**src/rtl/ps2_pkg.sv**
```systemverilog
// Shared types and constants for the PS/2 mouse byte receiver.
package ps2_pkg;

    // Receiver FSM states; the encoding is exported on the rx_state debug port.
    typedef enum logic [2:0] {
        IDLE      = 3'd0,
        RX_DATA   = 3'd1,
        RX_PARITY = 3'd2,
        RX_STOP   = 3'd3,
        EMIT      = 3'd4
    } rx_state_t;

    localparam logic [1:0] ERR_NONE   = 2'b00;
    localparam logic [1:0] ERR_PARITY = 2'b01;
    localparam logic [1:0] ERR_STOP   = 2'b10;

    localparam int PS2_DATA_BITS = 8;

    // Inter-edge timeout: 5 ms at 50 MHz on silicon, shortened in simulation.
`ifdef SIMULATION
    localparam int TIMEOUT_DEFAULT = 2_500;
`else
    localparam int TIMEOUT_DEFAULT = 250_000;
`endif

    // PS/2 uses odd parity over data+parity; a low stop bit is a framing error.
    function automatic logic [1:0] frame_error(input logic [PS2_DATA_BITS-1:0] data,
                                               input logic parity,
                                               input logic stop);
        logic [1:0] err;
        err = ERR_NONE;
        if (~(^{data, parity})) err = err | ERR_PARITY;
        if (~stop)              err = err | ERR_STOP;
        return err;
    endfunction

endpackage

```
**src/rtl/ps2_sync_edge.sv**
```systemverilog
// Synchronises the raw PS/2 clock and data lines and flags PS/2 clock
// falling edges. Both lines share the same synchroniser depth so the data
// bit presented in the edge cycle is the one that was stable at the edge.
module ps2_sync_edge #(
    parameter int SYNC_STAGES = 2
) (
    input  logic CLK,
    input  logic RESET,
    input  logic clk_raw,
    input  logic data_raw,
    output logic fe,
    output logic data_sync
);

    logic [SYNC_STAGES-1:0] clk_sync_q;
    logic [SYNC_STAGES-1:0] clk_sync_d;
    logic [SYNC_STAGES-1:0] data_sync_q;
    logic [SYNC_STAGES-1:0] data_sync_d;
    logic                   clk_prev_q;
    logic                   clk_prev_d;

    // Shift raw lines into the synchroniser chains; remember the last synced clock.
    always_comb begin
        clk_sync_d  = {clk_sync_q[SYNC_STAGES-2:0], clk_raw};
        data_sync_d = {data_sync_q[SYNC_STAGES-2:0], data_raw};
        clk_prev_d  = clk_sync_q[SYNC_STAGES-1];
    end

    // Lines idle high, so every stage resets to 1 and no edge fires out of reset.
    always_ff @(posedge CLK or negedge RESET) begin
        if (!RESET) begin
            clk_sync_q  <= '1;
            data_sync_q <= '1;
            clk_prev_q  <= 1'b1;
        end else begin
            clk_sync_q  <= clk_sync_d;
            data_sync_q <= data_sync_d;
            clk_prev_q  <= clk_prev_d;
        end
    end

    assign fe        = clk_prev_q & ~clk_sync_q[SYNC_STAGES-1];
    assign data_sync = data_sync_q[SYNC_STAGES-1];

endmodule

```
**src/rtl/ps2_mouse_receiver.sv**
```systemverilog
// PS/2 device-to-host byte receiver. Deserialises one 11-bit frame
// (start, 8 data LSB-first, odd parity, stop), then pulses BYTE_READY for
// one cycle with the byte and its error code. Reception is gated by
// READ_ENABLE; a stalled frame is dropped after TIMEOUT_CYCLES.
module ps2_mouse_receiver
    import ps2_pkg::*;
#(
    parameter int TIMEOUT_CYCLES = TIMEOUT_DEFAULT,
    parameter int SYNC_STAGES    = 2
) (
    input  logic       CLK,
    input  logic       RESET,
    input  logic       CLK_MOUSE_IN,
    input  logic       DATA_MOUSE_IN,
    input  logic       READ_ENABLE,
    output logic [7:0] BYTE_READ,
    output logic [1:0] BYTE_ERROR_CODE,
    output logic       BYTE_READY,
    output logic [2:0] rx_state
);

    localparam int CNT_W     = (TIMEOUT_CYCLES > 1) ? $clog2(TIMEOUT_CYCLES) : 1;
    localparam int BIT_CNT_W = $clog2(PS2_DATA_BITS);

    localparam logic [CNT_W-1:0]     TIMEOUT_LAST = CNT_W'(TIMEOUT_CYCLES - 1);
    localparam logic [BIT_CNT_W-1:0] LAST_BIT     = BIT_CNT_W'(PS2_DATA_BITS - 1);

    logic fe;
    logic data_s;

    rx_state_t                state_q,   state_d;
    logic [PS2_DATA_BITS-1:0] shift_q,   shift_d;
    logic [BIT_CNT_W-1:0]     bit_cnt_q, bit_cnt_d;
    logic                     parity_q,  parity_d;
    logic [CNT_W-1:0]         tmo_q,     tmo_d;
    logic [7:0]               byte_q,    byte_d;
    logic [1:0]               err_q,     err_d;
    logic                     ready_q,   ready_d;

    logic in_frame;
    logic tmo_expired;

    ps2_sync_edge #(
        .SYNC_STAGES (SYNC_STAGES)
    ) u_sync_edge (
        .CLK       (CLK),
        .RESET     (RESET),
        .clk_raw   (CLK_MOUSE_IN),
        .data_raw  (DATA_MOUSE_IN),
        .fe        (fe),
        .data_sync (data_s)
    );

    assign in_frame    = (state_q == RX_DATA) || (state_q == RX_PARITY) || (state_q == RX_STOP);
    assign tmo_expired = (tmo_q == TIMEOUT_LAST);

    // Next-state and next-output logic. Priority inside a frame:
    // READ_ENABLE abort, then a PS/2 edge, then timeout expiry.
    always_comb begin
        state_d   = state_q;
        shift_d   = shift_q;
        bit_cnt_d = bit_cnt_q;
        parity_d  = parity_q;
        tmo_d     = '0;
        byte_d    = byte_q;
        err_d     = err_q;
        ready_d   = 1'b0;

        if (in_frame) begin
            if (!READ_ENABLE) begin
                state_d = IDLE;
            end else if (fe) begin
                unique case (state_q)
                    RX_DATA: begin
                        shift_d   = {data_s, shift_q[PS2_DATA_BITS-1:1]};
                        bit_cnt_d = bit_cnt_q + 1'b1;
                        if (bit_cnt_q == LAST_BIT) state_d = RX_PARITY;
                    end
                    RX_PARITY: begin
                        parity_d = data_s;
                        state_d  = RX_STOP;
                    end
                    default: begin
                        // RX_STOP: outputs are loaded so they are valid during EMIT.
                        state_d = EMIT;
                        byte_d  = shift_q;
                        err_d   = frame_error(shift_q, parity_q, data_s);
                        ready_d = 1'b1;
                    end
                endcase
            end else if (tmo_expired) begin
                state_d = IDLE;
            end else begin
                tmo_d = tmo_q + 1'b1;
            end
        end else if (state_q == IDLE) begin
            if (fe && READ_ENABLE && !data_s) begin
                state_d   = RX_DATA;
                bit_cnt_d = '0;
            end
        end else begin
            // EMIT lasts exactly one cycle regardless of READ_ENABLE.
            state_d = IDLE;
        end
    end

    // State, datapath and registered outputs.
    always_ff @(posedge CLK or negedge RESET) begin
        if (!RESET) begin
            state_q   <= IDLE;
            shift_q   <= '0;
            bit_cnt_q <= '0;
            parity_q  <= 1'b0;
            tmo_q     <= '0;
            byte_q    <= 8'h00;
            err_q     <= ERR_NONE;
            ready_q   <= 1'b0;
        end else begin
            state_q   <= state_d;
            shift_q   <= shift_d;
            bit_cnt_q <= bit_cnt_d;
            parity_q  <= parity_d;
            tmo_q     <= tmo_d;
            byte_q    <= byte_d;
            err_q     <= err_d;
            ready_q   <= ready_d;
        end
    end

    assign BYTE_READ       = byte_q;
    assign BYTE_ERROR_CODE = err_q;
    assign BYTE_READY      = ready_q;
    assign rx_state        = state_q;

endmodule
```
**config.mk**
```make
export PLATFORM = sky130hd
export DESIGN_NAME = ps2_mouse_receiver
export DESIGN_NICKNAME = d
export VERILOG_FILES = /design/src/rtl/ps2_pkg.sv /design/src/rtl/ps2_sync_edge.sv /design/src/rtl/ps2_mouse_receiver.sv
export SDC_FILE = /design/constraint.sdc
export NUM_CORES = 1
export LEC_CHECK = 0
export ABC_CLOCK_PERIOD_IN_PS = 2300
export CAP_MARGIN = 20
export CORE_MARGIN = 4
export CORE_UTILIZATION = 38
export CTS_CLUSTER_SIZE = 30
export DETAILED_ROUTE_END_ITERATION = 6
export GPL_ROUTABILITY_DRIVEN = 0
export MAX_ROUTING_LAYER = met4
export PLACE_DENSITY_LB_ADDON = 0.25
export SYNTH_ARGS = -nofsm -noshare
export SYNTH_HDL_FRONTEND = slang
export SYNTH_SLANG_ARGS = --single-unit
```
**constraint.sdc**
```tcl
create_clock -name CLK -period 2.3 [get_ports CLK]
set_input_delay 0.46 -clock CLK [delete_from_list [all_inputs] [get_ports CLK]]
set_output_delay 0.46 -clock CLK [all_outputs]
set_load 0.02 [all_outputs]
```
==> impl_metrics.env, run 1 <==
export IMPL_powerDensity_nw_per_um2=869
export IMPL_drt_iter0_drc=33
export IMPL_drc_errors=0
export IMPL_period_needed_ns=1.94
export IMPL_cts_tree="built"
export IMPL_ys_seq_area_share_pct=55.9
export IMPL_drtPass1Iterations=5
export IMPL_switching_power_uw=622
export IMPL_internal_power_uw=1610
export IMPL_grt_max_degree=50
export IMPL_rows=27
export IMPL_slew_headroom_pct=60.7
export IMPL_clock_latency_ns=0.30
export IMPL_cts_root_buffer="clkbuf_8"
export IMPL_maxCapViolCount=0
export IMPL_worstPathArrival_ns=1.48
export IMPL_nets=213
export IMPL_ctsHoldBuffers=0
export IMPL_hold_viol_final=0
export IMPL_die_w_um=84.2
export IMPL_slowest_stage="clkdlybuf4s50_1"
export IMPL_syn_inst=182
export IMPL_drv_slew=0
export IMPL_ctsLongestPathBuffers=2
export IMPL_pin_count=19
export IMPL_fill_cells=533
export IMPL_ys_seq_elements=49
export IMPL_pwr_share_comb_pct=23.5
export IMPL_worst_pin_slew_ns=0.590
export IMPL_clkPwrFrac_pct=27.9
export IMPL_die_area_um2=7080
export IMPL_clock_sinks=49
export IMPL_skew_ns=0.00622
export IMPL_wl_per_cell_um=12.9
export IMPL_seqPwrFrac_pct=48.6
export IMPL_die_h_um=84.2
export IMPL_post_dp_cell_area_um2=2450
export IMPL_path_cells="clkdlybuf4s50_1"
export IMPL_antennaDiodeCount=0
export IMPL_numCtsBuffers=5
export IMPL_leakage_uw=0.00113
export IMPL_yosys_warnings=0
export IMPL_cts_resized=0
export IMPL_ir_drop_v=0.000574
export IMPL_grt_pass1_wl_um=6580
export IMPL_path_delay_family="buffers and inverters"
export IMPL_syn_area_per_cell_um2=12.1
export IMPL_path_class="reg2out"
export IMPL_synth_area_um2=2200
export IMPL_postCtsSetupBuffers=0
export IMPL_slowest_delay_ns=0.67
export IMPL_dpl_hpwl_um=2500
export IMPL_area_delta_synth_final_pct=16.4
export IMPL_setup_tns_ns=0
export IMPL_rsz0062_at_grt="no"
export IMPL_grt_overflow_total=0
export IMPL_synth_cell_types=35
export IMPL_swShare_pct=27.9
export IMPL_grt_use_total_pct=11.8
export IMPL_synth_nets=190
export IMPL_drive_gt1_share_pct=20.4
export IMPL_cp_start_kind="flop"
export IMPL_fin_area_um2=2570
export IMPL_hold_path_class="in2async"
export IMPL_required_ns=1.84
export IMPL_core_um2=5570
export IMPL_ant_nets=0
export IMPL_critPathCaptureType="primary output"
export IMPL_setup_viol=0
export IMPL_viasPerCell=4.83
export IMPL_period_share_pct=84.5
export IMPL_max_freq_mhz=514
export IMPL_holdWs_ns=0.250
export IMPL_initial_utilization_pct=39.6
export IMPL_vias=1343
export IMPL_worstPathMaxFanout=10
export IMPL_grt_pass1_vias=1433
export IMPL_clkTransAtPathRegs_ns=0.08
export IMPL_portBuffers=18
export IMPL_antenna_found_initial=0
export IMPL_htree_num_levels=2
export IMPL_worst_path_buf_inv=1
export IMPL_status="finished, final reports clean"
export IMPL_fin_util_pct=46.0
export IMPL_wl_um=3600
## metrics by stage
step           total power (µW)  worst slack [ns]  std cells
2_1_floorplan              1480             0.687        182
3_3_place_gp               1620             0.167        270
3_5_place_dp               1630             0.157        270
4_1_cts                    2270             0.337        278
5_1_grt                    2370             0.276        278
6_report                   2230             0.356        278
## final cells by class
| cell class | count | area [µm²] | share of cell area, % |
|---|---|---|---|
| inverter | 5 | 18.8 | 0.731 |
| sequential | 49 | 1230 | 48.0 |
| timing repair buffer | 20 | 190 | 7.41 |
| clock inverter | 1 | 30.0 | 1.17 |
| tap | 72 | 90.1 | 3.51 |
| clock buffer | 7 | 86.3 | 3.36 |
| multi-input combinational | 124 | 918 | 35.8 |
## power groups by stage
| stage | clock, µW | combinational [µW] | sequential (µW) |
|---|---|---|---|
| floorplan | 0 | 376 | 1100 |
| global placement | 0 | 522 | 1100 |
| detailed placement | 0 | 528 | 1100 |
| CTS | 651 | 533 | 1090 |
| global route | 691 | 570 | 1110 |
| finish | 622 | 524 | 1080 |
## sequential cells by signal, summed over array words and instances, names as in the netlist
name and count:
BYTE_ERROR_CODE 2, BYTE_READ 8, BYTE_READY 1, bit_cnt_q 3, parity_q 1, rx_state 3
shift_q 8, tmo_q 18, u_sync_edge.clk_prev_q 1, u_sync_edge.clk_sync_q 2, u_sync_edge.data_sync_q 2
## final timing paths
path                                           start                   endpoint  slack [ns]  depth (start not counted)
min                                            RESET                   tmo_q[0]        0.25                          2
min in group CLK           u_sync_edge.clk_sync_q[0]  u_sync_edge.clk_sync_q[1]        0.36                          0
min reg2reg                u_sync_edge.clk_sync_q[0]  u_sync_edge.clk_sync_q[1]        0.36                          0
max in group asynchronous                      RESET                   tmo_q[9]        1.66                          2
max reg2reg                                 tmo_q[0]                rx_state[0]        0.52                          6
max                                      rx_state[1]                rx_state[1]        0.36                          1
## cell usage after synthesis
cell type | instances | share of area [%]
buf_2 | 1 | 0.23
xnor2_1 | 15 | 6.0
nor3_1 | 4 | 0.91
nor2_1 | 25 | 4.3
a21o_4 | 1 | 0.68
nor3b_1 | 1 | 0.34
nand4_2 | 2 | 1.1
a22o_1 | 1 | 0.40
a211oi_1 | 1 | 0.34
a21oi_1 | 2 | 0.45
nand3b_1 | 2 | 0.68
dfstp_2 | 5 | 6.0
buf_6 | 2 | 1.0
buf_4 | 1 | 0.34
a31oi_1 | 1 | 0.28
dfrtp_1 | 44 | 50
nand2b_4 | 2 | 1.2
or3_1 | 2 | 0.57
o2bb2ai_1 | 1 | 0.40
mux2i_1 | 2 | 0.91
o21ai_0 | 4 | 0.91
or3_4 | 1 | 0.51
and4b_1 | 1 | 0.45
ha_1 | 3 | 1.7
nand2_1 | 8 | 1.4
nor4_2 | 2 | 1.1
mux2_2 | 18 | 9.2
nor4_1 | 1 | 0.28
and2_1 | 1 | 0.28
inv_1 | 5 | 0.85
nor2b_1 | 1 | 0.28
nor2b_4 | 1 | 0.62
xor2_1 | 9 | 3.6
and3_1 | 1 | 0.28
nand3_1 | 11 | 2.5
## routing by layer
metal,share of wire [%],global-route usage [%],vias to the layer above
met3,3.6,3.93,6
met4,1.2,3.07,0
met5,0,-,-
met1,49,14.8,658
met2,46,18.4,18
li1,-,-,661
## cell usage in the layout (no fill, tap or decap), types with 3 or more instances in the layout
cell / instances
clkbuf_8: 6
clkdlybuf4s50_1: 17
dfrtp_1: 44
dfstp_2: 5
ha_1: 3
inv_1: 5
mux2_2: 18
nand2_1: 8
nand3_1: 11
nor2_1: 25
nor3_1: 4
o21ai_0: 4
xnor2_1: 15
xor2_1: 9
## kinds of logic after synthesis
logic type                 count (synthesis)  share of synthesized area, %
AOI/OAI and AO/OA                         11                          3.46
xor gates and xnor gates                  24                          9.54
adders and majority gates                  3                          1.70
buffers and inverters                      9                          2.44
DFF                                       49                          55.9
muxes                                     20                          10.1
and+or+nand+nor                           66                          16.9
Power figures use the tool's default switching activity.
==> run 2, diff against run 1 <==
ABC_CLOCK_PERIOD_IN_PS = 2000   (was 2300)
clock period = 2 ns   (was 2.3 ns; I/O delays follow)
==> impl_metrics.env, run 2 (synthesized netlist as in run 1, its figures left out) <==
export IMPL_required_ns=1.60
export IMPL_rows=27
export IMPL_viasPerCell=4.83
export IMPL_vias=1357
export IMPL_ir_drop_v=0.000764
export IMPL_worstPathArrival_ns=1.50
export IMPL_hold_viol_final=0
export IMPL_antennaDiodeCount=0
export IMPL_worst_r2r_cell_count=6
export IMPL_path_delay_family="buffers and inverters"
export IMPL_final_cell_mix="dfrtp_1 (44), nor2_1 (25), mux2_2 (18)"
export IMPL_cp_start_kind="flop"
export IMPL_regMostFlops="tmo_q"
export IMPL_clock_latency_ns=0.30
export IMPL_portBuffers=18
export IMPL_p_total_uw=2490
export IMPL_r2r_slack_ns=0.19
export IMPL_holdWs_ns=0.0117
export IMPL_hold_path_class="in2async"
export IMPL_grt_max_degree=22
export IMPL_drv_slew=0
export IMPL_max_freq_mhz=528
export IMPL_setup_viol=0
export IMPL_slew_headroom_pct=68.3
export IMPL_die_h_um=84.2
export IMPL_maxCapViolCount=0
export IMPL_cts_resized=0
export IMPL_worst_path_buf_inv=1
export IMPL_clock_sinks=49
export IMPL_initial_utilization_pct=39.6
export IMPL_numCtsBuffers=5
export IMPL_drive_gt1_share_pct=22.0
export IMPL_leakage_uw=0.00115
export IMPL_die_area_um2=7080
export IMPL_drc_errors=0
export IMPL_path_class="reg2out"
export IMPL_wl_per_cell_um=13.8
export IMPL_final_common_cell="dfrtp_1"
export IMPL_skew_ns=0.00831
export IMPL_dpl_hpwl_um=2660
export IMPL_grt_use_total_pct=12.7
export IMPL_path_cells="clkdlybuf4s50_1"
export IMPL_grt_pass1_wl_um=6930
export IMPL_largest_register_ffs=18
export IMPL_rr_startpoint="tmo_q[0]"
export IMPL_htree_num_levels=2
export IMPL_ctsHoldBuffers=0
export IMPL_worst_pin_slew_ns=0.471
export IMPL_nets=216
export IMPL_powerDensity_nw_per_um2=964
export IMPL_drtPass1Iterations=4
export IMPL_period_needed_ns=1.90
export IMPL_core_um2=5570
export IMPL_grt_overflow_total=0
export IMPL_status="finished, final reports clean"
export IMPL_worstPathMaxFanout=10
export IMPL_timing_rr_end="rx_state[1]"
export IMPL_fill_cells=524
export IMPL_die_w_um=84.2
export IMPL_cts_root_buffer="clkbuf_8"
export IMPL_drt_iter0_drc=75
export IMPL_clkTransAtPathRegs_ns=0.09
export IMPL_critPathCaptureType="primary output"
export IMPL_postCtsSetupBuffers=0
export IMPL_wl_um=3870
export IMPL_area_delta_synth_final_pct=17.3
export IMPL_rsz0062_at_grt="no"
export IMPL_pin_count=19
export IMPL_slowest_delay_ns=0.67
export IMPL_ctsLongestPathBuffers=2
export IMPL_slowest_stage="clkdlybuf4s50_1"
export IMPL_ant_nets=0
export IMPL_grt_pass1_vias=1420
export IMPL_antenna_found_initial=0
export IMPL_period_share_pct=94.8
export IMPL_cts_tree="built"
run 2: final cells by class:
class	instances	area (µm²)	share of cell area, %
sequential	49	1230	47.7
clock buffer	6	82.6	3.19
tap	72	90.1	3.48
inverter	5	18.8	0.726
multi-input combinational	124	918	35.5
timing repair buffer	23	225	8.71
clock inverter	2	17.5	0.678
run 2: metal layers:
| metal | GRT usage [%] | up-vias | share of wire, % |
|---|---|---|---|
| li1 | - | 665 | - |
| met1 | 17.4 | 666 | 50 |
| met2 | 18.0 | 19 | 45 |
| met3 | 3.14 | 7 | 2.6 |
| met4 | 5.26 | 0 | 1.8 |
| met5 | - | - | 0 |
run 2: power by group:
| part | leakage [µW] | switching [µW] | internal (µW) | total [µW] |
|---|---|---|---|---|
| clock network | 0.0000518 | 347 | 288 | 634 |
| registers | 0.000655 | 127 | 1120 | 1250 |
| logic | 0.000440 | 284 | 327 | 611 |
run 2: through the flow:
stage	util (%)	worst slack, ns	area (µm²)	cells	TNS [ns]
after global placement	44.6	-0.0626	2480	273	-0.492
after floorplan	-	0.387	2200	182	0
after CTS	46.4	0.0983	2580	281	0
after global routing	46.4	0.00408	2580	281	0
after detailed placement	44.6	-0.107	2480	273	-0.760
final	46.4	0.104	2580	281	0
run 2: how the worst max path moves through the flow:
stage / start / to / slack [ns] / cells after the start
4_1_cts: rx_state[1] / rx_state[1] / 0.1 / 1
6_report: rx_state[1] / rx_state[1] / 0.10 / 1
5_1_grt: tmo_q[0] / rx_state[0] / 0.004 / 6
3_3_place_gp: READ_ENABLE / shift_q[5] / -0.06 / 5
2_1_floorplan: u_sync_edge.clk_prev_q / BYTE_READ[3] / 0.39 / 5
3_5_place_dp: READ_ENABLE / shift_q[6] / -0.11 / 5
==> RTL change 1: new RTL, flow settings as in run 2 <==
Take the reset off `shift_q` and load it in a clocked block of its own.
--- a/src/rtl/ps2_mouse_receiver.sv
+++ b/src/rtl/ps2_mouse_receiver.sv
@@ -108,7 +108,6 @@
     always_ff @(posedge CLK or negedge RESET) begin
         if (!RESET) begin
             state_q   <= IDLE;
-            shift_q   <= '0;
             bit_cnt_q <= '0;
             parity_q  <= 1'b0;
             tmo_q     <= '0;
@@ -117,7 +116,6 @@
             ready_q   <= 1'b0;
         end else begin
             state_q   <= state_d;
-            shift_q   <= shift_d;
             bit_cnt_q <= bit_cnt_d;
             parity_q  <= parity_d;
             tmo_q     <= tmo_d;
@@ -127,6 +125,10 @@
         end
     end
 
+    always_ff @(posedge CLK) begin
+        shift_q <= shift_d;
+    end
+
     assign BYTE_READ       = byte_q;
     assign BYTE_ERROR_CODE = err_q;
     assign BYTE_READY      = ready_q;
Function: same outputs for any inputs over 10 cycles, from zero or initial values and one cycle with RESET low; that may be too few to reach the edited logic, so the function may still have changed.
==> RTL change 1 against run 2 <==
  * Sequential cell count stayed put
  * Worst setup slack better by 0.023 ns
  * Worst hold slack better by 0.12 ns
  * Wire length is 8.1% lower
  * Non-clock buffer count is 2 higher
  * Via count is 3.8% lower
  * Fmax is 1.2% higher
  * Cell area is 4.2% lower
  * Synthesized area is 5.1% lower
Power is not compared: it rests on default switching activity, and its combinational part moved more than twofold at a synthesized area within 25%.
==> RTL change 1: results <==
global_routing:
  grt_max_degree: 42
  antenna_found_initial: 0
  grt_pass1_wl_mm: 6.24
  track_usage_pct: 12.3
  grt_pass1_vias: 1389
placed_design:
  placed_cells: 261
  dpl_worst_slack_ns: 0.0646
  port_buffers: 18
  post-dp-hpwl_mm: 2.47
finish:
  regMostFlops: "tmo_q"
  n_fill_cell: 479
  drive_gt1_share_pct: 18.1
  largest_reg_flops: 18
  antenna_cells: 0
  nNetsFinal: 206
  fin_cells: 269
worst_setup_path:
  crit_type: "flop to output pin"
  worst_path_max_delay_cell: "clkdlybuf4s50_1"
  critPathMaxStageDelay_ns: 0.67
  cpLargestDelayFamily: "buffers and inverters"
  crit_fanout: 9
  cp.arrival_ns: 1.47
synth:
  yosys_warnings: 0
  synth_cell_type_count: 32
  synth_edf_count: 8
  synth_common_cells: "dfrtp_1 (36), nor2_1 (23), xnor2_1 (15)"
  syn_nets: 179
  ys_top_cells_by_area: "dfrtp_1 (43%), edfxtp_1 (11%), dfstp_2 (6.3%)"
  syn_inst: 171
  yosysSeqAreaShare_pct: 60.8
  async_flop_share_pct: 83.7
routing:
  firstDrtPassIters: 4
  met3_wirelength_um: 102
  top_layer: "met4"
  drtIter0Drc: 85
  wl_per_cell_um: 13.2
  routedLengthMet1_mm: 1.66
  routed_via_density: 4.86
power:
  peakVddDrop_uv: 473
  switching_share_pct: 25.2
  p_leak_nw: 1.03
clocking:
  cts_resized: 0
  htreeDepth: 2
  postCtsSetupRepairBufs: 0
  cts_root_buf: "clkbuf_8"
  cts_buffers: 5
  cts_buffer_depth: 2
  path_clk_slew_ns: 0.10
timing:
  worst_pin_slew_ns: 0.515
  finalClockSkew_ns: 0.00982
min_path:
  holdCritPathClass: "primary input to asynchronous set/reset pin"
run_status:
  status: "finished, final reports clean"
## RTL change 1: path summary, 6_finish.rpt
check,cells after the start,slack [ns],from,to
min reg2reg,0,0.36,u_sync_edge.data_sync_q[0],u_sync_edge.data_sync_q[1]
max,1,0.13,rx_state[0],rx_state[0]
min,2,0.14,RESET,bit_cnt_q[2]
max in group asynchronous,2,1.47,RESET,u_sync_edge.clk_sync_q[1]
max reg2reg,5,0.16,tmo_q[0],tmo_q[3]
min in group CLK,0,0.36,u_sync_edge.data_sync_q[0],u_sync_edge.data_sync_q[1]
## RTL change 1: per-stage QoR
step	utilization, %	area [um2]
final	47.6	2480
after global routing	47.6	2480
after CTS	47.5	2470
after detailed placement	45.7	2380
after global placement	45.7	2380
after floorplan	-	2090
## RTL change 1: logic make-up after synthesis
kind of cell	Yosys count	share of synthesized area, %
muxes	10	5.38
and+or+nand+nor	61	14.3
adders and majority gates	3	1.79
xor gates and xnor gates	24	10.0
buffers and inverters	11	2.93
DFF	49	60.8
AOI/OAI and AO/OA	13	4.73
## RTL change 1: power by group through the flow
| stage | combinational, W | clock (W) | sequential [W] |
|---|---|---|---|
| 2_1_floorplan | 0.000120 | 0 | 0.00112 |
| 3_3_place_gp | 0.000183 | 0 | 0.00112 |
| 3_5_place_dp | 0.000192 | 0 | 0.00112 |
| 4_1_cts | 0.000193 | 0.000605 | 0.00110 |
| 5_1_grt | 0.000213 | 0.000640 | 0.00111 |
| 6_report | 0.000189 | 0.000578 | 0.00110 |
## RTL change 1: final cells by class
type | instances | area [um2] | share of cell area, %
Sequential cell | 49 | 1270 | 51.4
Multi-Input combinational cell | 111 | 764 | 30.9
Timing Repair Buffer | 25 | 240 | 9.70
Tap cell | 70 | 87.6 | 3.54
Clock buffer | 5 | 68.8 | 2.78
Inverter | 6 | 22.5 | 0.909
Clock inverter | 3 | 21.3 | 0.859
## RTL change 1: per-layer routing
layer,up-vias,global-route usage [%]
li1,634,-
met1,649,15.8
met2,19,19.2
met3,4,2.60
met4,0,4.49
met5,-,-
==> RTL change 2: new RTL, flow settings as in run 2 <==
Without the edit above. The package constant `TIMEOUT_DEFAULT` goes from 250_000 to 1_000_000.
--- a/src/rtl/ps2_pkg.sv
+++ b/src/rtl/ps2_pkg.sv
@@ -20,7 +20,7 @@
 `ifdef SIMULATION
     localparam int TIMEOUT_DEFAULT = 2_500;
 `else
-    localparam int TIMEOUT_DEFAULT = 250_000;
+    localparam int TIMEOUT_DEFAULT = 1_000_000;
 `endif
 
     // PS/2 uses odd parity over data+parity; a low stop bit is a framing error.
Check against the original RTL: no difference found for any inputs over 10 cycles, from zero or initial values and one cycle with RESET low; that may be too few to reach the edited logic, so the function may still have changed.
==> RTL change 2 against run 2 <==
  * Worst setup slack better by 0.024 ns
  * Power is 1.1% higher
  * Fmax is 1.3% higher
  * Sequential cell count is 2 higher
  * Synthesized area is 1.5% higher
  * Cell area is 2.5% higher
  * Wire length is 0.13% higher
  * Worst hold slack better by 0.063 ns
  * Critical path type unchanged
  * Critical endpoint is now rx_state[0]
  * Largest cell class unchanged
==> RTL change 2: results <==
run_status:
  status: "finished, final reports clean"
routing:
  firstDrtPassIters: 4
  routed_via_density: 4.78
  routed_wl_mm: 3.88
  drtIter0Drc: 51
synth:
  synth_common_cells: "dfrtp_1 (46), nand2_1 (36), nor2_1 (22)"
  syn_nets: 215
  async_flop_share_pct: 100
  ys_top_cells_by_area: "dfrtp_1 (51%), xor2_1 (6.7%), nand2_1 (6.0%)"
  yosysSeqAreaShare_pct: 57.3
  yosys_warnings: 0
  synth_cell_type_count: 32
worst_setup_path:
  cp.arrival_ns: 1.47
  regToRegSetupSlack_ns: 0.26
  worst_path_max_delay_cell: "clkdlybuf4s50_1"
  crit_fanout: 8
  r2r_end: "parity_q"
  r2r_cells: 6
  r2r-start: "u_sync_edge.clk_prev_q"
  critPathMaxStageDelay_ns: 0.66
clocking:
  path_clk_slew_ns: 0.09
  postCtsSetupRepairBufs: 0
  clk_latency_ns: 0.30
  cts_root_buf: "clkbuf_8"
placed_design:
  post-dp-hpwl_mm: 2.72
  port_buffers: 18
  dpl_worst_slack_ns: -0.0506
timing:
  setup_viol: 0
  slew_headroom_pct: 79.2
  finalClockSkew_ns: 0.00799
finish:
  n_fill_cell: 569
  largest_reg_flops: 20
  nNetsFinal: 242
  drive_gt1_share_pct: 13.6
global_routing:
  grt_max_degree: 52
  antenna_found_initial: 0
  track_usage_pct: 12.1
  grt_pass1_wl_mm: 6.81
  grt_pass1_vias: 1460
power:
  p_leak_nw: 1.25
  peakVddDrop_uv: 479
min_path:
  holdCritPathClass: "primary input to asynchronous set/reset pin"
RTL change 2: per-layer routing:
layer | global-route usage [%] | part of all wire, % | vias to the layer above
li1 | - | - | 739
met1 | 15.6 | 48 | 706
met2 | 18.5 | 47 | 17
met3 | 3.14 | 3.8 | 6
met4 | 3.88 | 1.2 | 0
met5 | - | 0 | -
RTL change 2: cell type report:
| cell class | instances | area [um2] | area share, % |
|---|---|---|---|
| clock buffers | 8 | 100 | 3.78 |
| inverters | 6 | 22.5 | 0.850 |
| multi-input cells | 144 | 893 | 33.7 |
| flip-flops and latches | 51 | 1280 | 48.4 |
| well taps | 72 | 90.1 | 3.40 |
| repair buffers | 26 | 260 | 9.83 |
RTL change 2: cell families after synthesis:
| logic type | share of synthesized area [%] |
|---|---|
| buffers and inverters | 2.79 |
| AO/OA/AOI/OAI | 3.58 |
| XOR/XNOR | 10.2 |
| flip-flops | 57.3 |
| multiplexers | 4.97 |
| adder cells (fa/ha/maj) | 1.68 |
| AND/OR/NAND/NOR | 19.5 |
RTL change 2: per-stage QoR:
| stage | instance area [um2] | hold WS [ns] | instances |
|---|---|---|---|
| floorplan | 2240 | 0.104 | 207 |
| global placement | 2550 | 0.346 | 299 |
| detailed placement | 2550 | 0.347 | 299 |
| CTS | 2650 | 0.0836 | 307 |
| global route | 2650 | 0.0919 | 307 |
| finish | 2650 | 0.0751 | 307 |
RTL change 2: how the worst max path moves through the flow:
stage	endpoint	start	slack, ns
after floorplan	rx_state[1]	rx_state[0]	0.38
after global placement	rx_state[1]	READ_ENABLE	-0.06
after detailed placement	rx_state[1]	READ_ENABLE	-0.05
after CTS	rx_state[0]	rx_state[0]	0.13
after global routing	BYTE_READ[0]	u_sync_edge.clk_prev_q	0.06
final	rx_state[0]	rx_state[0]	0.13
RTL change 2: power by group:
| group | switching [W] | internal, W |
|---|---|---|
| sequential | 0.000128 | 0.00116 |
| clock | 0.000314 | 0.000316 |
| combinational | 0.000279 | 0.000325 |
